**src/rtl/pipe_adder_pkg.sv**
```systemverilog
// Shared constants and helpers for the pipelined carry adder.
// The optional signed-overflow output is enabled by the PIPE_ADDER_OVF_EN macro.
package pipe_adder_pkg;

    localparam int DEF_WIDTH  = 16;
    localparam int DEF_STAGES = 4;

    function automatic int chunk_w(input int width, input int stages);
        return width / stages;
    endfunction

    // Elaboration guard: the carry chain must split into equal, non-empty chunks.
    function automatic bit width_ok(input int width, input int stages);
        return (stages >= 1) && (width >= stages) && ((width % stages) == 0);
    endfunction

    // One full-adder cell: returns {carry_out, sum_bit}.
    function automatic logic [1:0] full_add(input logic x, input logic y, input logic ci);
        return {(x & y) | (ci & (x ^ y)), x ^ y ^ ci};
    endfunction

endpackage

```
**src/rtl/pipelined_carry_adder_chunk_adder.sv**
```systemverilog
// Combinational CHUNK-bit ripple-carry adder built from full-adder cells.
// Also exposes the carry into the MSB so the caller can derive signed overflow.
module chunk_adder
    import pipe_adder_pkg::*;
#(
    parameter int W = 4
) (
    input  logic [W-1:0] a_i,
    input  logic [W-1:0] b_i,
    input  logic         c_i,
    output logic [W-1:0] s_o,
    output logic         c_o,
    output logic         cmsb_o
);

    logic carry;

    always_comb begin
        carry  = c_i;
        cmsb_o = 1'b0;
        s_o    = '0;
        for (int i = 0; i < W; i++) begin
            // The last value captured here is the carry entering bit W-1.
            cmsb_o = carry;
            {carry, s_o[i]} = full_add(a_i[i], b_i[i], carry);
        end
        c_o = carry;
    end

endmodule

```
**src/rtl/pipelined_carry_adder.sv**
```systemverilog
// WIDTH-bit adder with the carry chain split over STAGES registered chunks and a
// valid/ready handshake with full backpressure. Macro PIPE_ADDER_OVF_EN adds port ovf.
module pipelined_carry_adder
    import pipe_adder_pkg::*;
#(
    parameter int WIDTH  = DEF_WIDTH,
    parameter int STAGES = DEF_STAGES
) (
    input  logic             clk,
    input  logic             rst,
    input  logic             in_valid,
    output logic             in_ready,
    input  logic [WIDTH-1:0] a,
    input  logic [WIDTH-1:0] b,
    input  logic             cin,
    output logic             out_valid,
    input  logic             out_ready,
    output logic [WIDTH-1:0] sum,
    output logic             cout
`ifdef PIPE_ADDER_OVF_EN
    ,
    output logic             ovf
`endif
);

    localparam int CHUNK = chunk_w(WIDTH, STAGES);

    if (!width_ok(WIDTH, STAGES)) begin : g_param_check
        $error("pipelined_carry_adder: WIDTH must be a positive multiple of STAGES");
    end

    for (genvar k = 0; k < STAGES; k++) begin : g_st
        localparam int IW = WIDTH - k * CHUNK;   // operand bits not yet added
        localparam int SW = (k + 1) * CHUNK;     // sum bits completed after this stage

        logic             v_q;
        logic             v_in;
        logic             ld;
        logic             adv;
        logic [IW-1:0]    src_a;
        logic [IW-1:0]    src_b;
        logic             src_c;
        logic [CHUNK-1:0] cs;
        logic             co;
        logic             cm;
        logic [SW-1:0]    sum_d;
        logic [SW-1:0]    sum_q;
        logic             c_q;
        logic             unused_cm;

        assign unused_cm = cm;

        if (k == 0) begin : g_head
            assign src_a = a;
            assign src_b = b;
            assign src_c = cin;
            assign v_in  = in_valid;
            assign sum_d = cs;
        end else begin : g_link
            assign src_a = g_st[k-1].g_skew.a_q;
            assign src_b = g_st[k-1].g_skew.b_q;
            assign src_c = g_st[k-1].c_q;
            assign v_in  = g_st[k-1].v_q;
            assign sum_d = {cs, g_st[k-1].sum_q};
        end

        // A stage may load when empty or when its current contents move on.
        if (k == STAGES - 1) begin : g_adv_out
            assign adv = out_ready;
        end else begin : g_adv_next
            assign adv = g_st[k+1].ld;
        end
        assign ld = !v_q || adv;

        chunk_adder #(.W(CHUNK)) u_chunk (
            .a_i    (src_a[CHUNK-1:0]),
            .b_i    (src_b[CHUNK-1:0]),
            .c_i    (src_c),
            .s_o    (cs),
            .c_o    (co),
            .cmsb_o (cm)
        );

        always_ff @(posedge clk or posedge rst) begin
            if (rst) begin
                v_q <= 1'b0;
            end else if (ld) begin
                v_q <= v_in;
            end
        end

        if (k < STAGES - 1) begin : g_skew
            logic [IW-CHUNK-1:0] a_q;
            logic [IW-CHUNK-1:0] b_q;

            always_ff @(posedge clk) begin
                if (ld && v_in) begin
                    a_q   <= src_a[IW-1:CHUNK];
                    b_q   <= src_b[IW-1:CHUNK];
                    sum_q <= sum_d;
                    c_q   <= co;
                end
            end
        end else begin : g_tail
`ifdef PIPE_ADDER_OVF_EN
            logic ovf_q;
`endif
            // Output registers are cleared so a reset presents a zero result.
            always_ff @(posedge clk or posedge rst) begin
                if (rst) begin
                    sum_q <= '0;
                    c_q   <= 1'b0;
`ifdef PIPE_ADDER_OVF_EN
                    ovf_q <= 1'b0;
`endif
                end else if (ld && v_in) begin
                    sum_q <= sum_d;
                    c_q   <= co;
`ifdef PIPE_ADDER_OVF_EN
                    ovf_q <= cm ^ co;
`endif
                end
            end
        end
    end

    assign in_ready  = g_st[0].ld && !rst;
    assign out_valid = g_st[STAGES-1].v_q;
    assign sum       = g_st[STAGES-1].sum_q;
    assign cout      = g_st[STAGES-1].c_q;
`ifdef PIPE_ADDER_OVF_EN
    assign ovf       = g_st[STAGES-1].g_tail.ovf_q;
`endif

endmodule

```
**config.mk**
```make
export PLATFORM = sky130hd
export DESIGN_NAME = pipelined_carry_adder
export DESIGN_NICKNAME = d
export VERILOG_FILES = /design/src/rtl/pipe_adder_pkg.sv /design/src/rtl/pipelined_carry_adder_chunk_adder.sv /design/src/rtl/pipelined_carry_adder.sv
export SDC_FILE = /design/constraint.sdc
export NUM_CORES = 1
export LEC_CHECK = 0
export ABC_CLOCK_PERIOD_IN_PS = 6000
export CAP_MARGIN = 15
export CELL_PAD_IN_SITES_DETAIL_PLACEMENT = 2
export CELL_PAD_IN_SITES_GLOBAL_PLACEMENT = 2
export CORE_UTILIZATION = 44
export CTS_BUF_LIST = sky130_fd_sc_hd__clkbuf_8
export DETAILED_ROUTE_END_ITERATION = 8
export PLACE_DENSITY_LB_ADDON = 0.3
export RECOVER_POWER = 25
export SLEW_MARGIN = 0
export SYNTH_ARGS = -nofsm -noshare
export SYNTH_HDL_FRONTEND = slang
export SYNTH_SLANG_ARGS = --single-unit
```
**constraint.sdc**
```tcl
create_clock -name clk -period 6 [get_ports clk]
set_clock_uncertainty 0.1 [all_clocks]
set_input_delay 0.6 -clock clk [delete_from_list [all_inputs] [get_ports clk]]
set_output_delay 0.6 -clock clk [all_outputs]
set_load 0.02 [all_outputs]
```
==> impl_metrics.py <==
metrics = {
    "outcome": {
        "status": "finished clean",
    },
    "logic_synthesis": {
        "synth.most_common_cell": "edfxtp_1",
        "synth.distinct_cells": 20,
        "yosysSeqAreaShare_pct": 77.65,
        "netlist_instances": 185,
        "yosysTopAreaCellShare_pct": 62.96,
        "ys_warn_count": 0,
        "async_reset_ff_share_pct": 21.88,
        "synthesis.area_um2": 3577,
        "synth_area_leaders": "edfxtp_1 63%, dfrtp_1 15%, fa_1 9.0%, inv_1 4.0%, mux2_4 2.9%",
        "synth_commonest_cells": "75 x edfxtp_1, 38 x inv_1, 21 x dfrtp_1, 16 x fa_1",
        "synth-edff-count": 75,
        "synth_largest_area_cell": "edfxtp_1",
        "synth-main-ff-cell": "edfxtp_1",
        "syn_area_per_cell_um2": 19.34,
        "yosys_register_bits": 96,
        "synth_nets": 238,
    },
    "drt": {
        "wl_um": 7435,
        "post_drt_wl_per_cell_um": 20.71,
        "drt_iter0_markers": 29,
        "viasPerCell": 4.733,
        "drc": 0,
        "first_pass_iters": 4,
        "num_vias": 1699,
        "postRouteAntennaNets": 0,
    },
    "clock_tree": {
        "insertion_delay_ns": 0.36,
        "clockBufferDepth": 2,
        "cts-resized-gates": 0,
        "root_buffer": "clkbuf_8",
        "tritoncts": "done",
        "postCtsHoldBufs": 0,
        "numCtsBuffers": 9,
        "htree_num_levels": 3,
        "cts_sinks": 96,
        "cts_setup_buffers": 0,
        "clk_pin_slew_ns": 0.09,
    },
    "pwr": {
        "fin_total_pwr_uw": 1749,
        "p_leak_uw": 0.001794,
        "power_density_nw_per_um2": 385.0,
        "max-vdd-ir-drop_v": 0.0001866,
    },
    "min_path": {
        "hp-start": "g_st[0].g_skew.b_q[8]",
        "hp-class": "reg2reg",
        "whs_endpoint": "g_st[1].g_skew.b_q[4]",
        "hold_path_depth": 0,
    },
    "final_layout": {
        "finalNonFillerCells": 359,
        "antenna_cells": 0,
        "area_growth_pct": 26.97,
        "drive_gt1_share_pct": 14.40,
        "finalNetCount": 305,
        "final_area_um2": 4542,
    },
    "floorplan": {
        "die_h_um": 92.17,
        "start_util_pct": 45.82,
        "dieArea_um2": 8494,
        "die_w_um": 92.17,
        "core_area_um2": 7807,
        "io_pins": 56,
        "rows": 32,
    },
    "sta": {
        "hold_violations": 0,
        "worst_pin_slew_ns": 0.8234,
        "rsz0062_at_grt": "no",
        "post-route-period-util_pct": 47.74,
        "finalSetupViolCount": 0,
        "max_freq_mhz": 349.1,
        "slew_viol_final": 0,
        "slew_headroom_pct": 45.04,
        "min_period_ns": 2.864,
        "finalSetupTns_ns": 0,
    },
    "worst_setup_path": {
        "r2r-end": "g_st[1].sum_q[7]",
        "cp_num_cells": 4,
        "crit_fanout": 5,
        "slowest_delay_ns": 0.63,
        "critPathTopFamily": "buffers and inverters",
        "worstPathRequired_ns": 5.30,
        "cp-start-kind": "primary input",
        "crit_top_cell": "clkdlybuf4s50_1",
        "path_cells": "clkdlybuf4s50_1 -> and3b_1 -> a31oi_1 -> clkdlybuf4s50_1",
        "setup.worst_path.start": "out_ready",
        "cp_slowest_cell": "clkdlybuf4s50_1",
        "reg2regPathDepth": 8,
        "reg2reg_from": "g_st[0].c_q",
        "worst_ep_arrival_time_ns": 2.16,
        "path_buf_inv": 2,
        "regToRegSetupSlack_ns": 3.62,
        "critical_path_class": "in2out",
        "worstSetupEndpointType": "output pin",
    },
    "placement": {
        "port_buffers": 55,
        "placed_cells": 341,
        "gp_congestion": 0.7020,
        "place_area_um2": 4234,
        "dp_hpwl_um": 4810,
    },
    "global_route": {
        "grt_pass1_vias": 1988,
        "grt_usage_pct": 19.15,
        "grt_pass1_wl_um": 11190,
        "grt_antenna_before_repair": 0,
        "grt_overflow": 0,
        "grt_max_degree": 30,
    },
    "run": {
        "maxCapViolCount": 0,
    },
}
## through the flow
step	hold slack [ns]	setup slack [ns]	utilization, %
global placement	0.3002	3.171	54.23
global route	0.3286	3.086	58.17
finish	0.3267	3.136	58.17
CTS	0.3290	3.175	57.47
detailed placement	0.3080	3.052	54.23
floorplan	0.3003	3.679	-
## where the power goes
group | switching (µW) | internal [µW]
Sequential | 56.1 | 840
Clock | 226 | 290
Combinational | 168 | 169
Total | 450 | 1300
## kinds of logic (layout without fill, tap and decap cells)
family          Yosys count  after routing  share of synthesized area, %
compound gates            7              7                         1.014
fa+ha+maj                16             16                         8.954
buf+inv                  40            112                         4.862
flops                    96             96                         77.65
mux                      14             14                         5.142
simple gates             12             12                         2.378
## worst max path at each step
stage                        to  slack (ns)
3_5_place_dp   g_st[0].sum_q[3]        3.05
6_report               in_ready        3.14
2_1_floorplan  g_st[0].sum_q[3]        3.68
3_3_place_gp   g_st[0].sum_q[3]        3.17
4_1_cts                in_ready        3.17
5_1_grt                in_ready        3.09
## layout make-up
class / count / area (µm²)
fillers: 655 / 3266
flip-flops and latches: 96 / 2778
multi-input cells: 49 / 628.1
repair buffers: 58 / 613.1
inverters: 38 / 142.6
clock buffers: 10 / 137.6
well taps: 102 / 127.6
clock inverters: 6 / 115.1
## registers in the layout, indices dropped and copies added, names as in the netlist
name / flops
g_st.sum_q: 24
g_st.g_skew.b_q: 24
g_st.g_skew.a_q: 24
g_st.c_q: 3
out_valid: 1
cout: 1
sum: 16
g_st.v_q: 3
## layer usage
layer	routed length [µm]	share of wire, %	GRT usage, %
met5	0	0	0
met4	196	2.6	7.682
met3	247	3.3	4.312
met2	4155	56	35.76
met1	2835	38	20.85
## placed cells by master, fill, tap and decap left out, types with 2 or more instances in the layout
cell	Yosys	routed
edfxtp_1	75	75
clkdlybuf4s50_1	0	39
inv_1	38	38
dfrtp_1	21	21
fa_1	16	16
dlygate4sd3_1	0	16
clkbuf_8	0	10
mux2_4	7	7
mux2_2	7	7
a21oi_1	6	6
bufinv_16	0	3
nand2b_1	2	2
and2_1	2	2
buf_16	0	2
(Power assumes the default switching activity.)
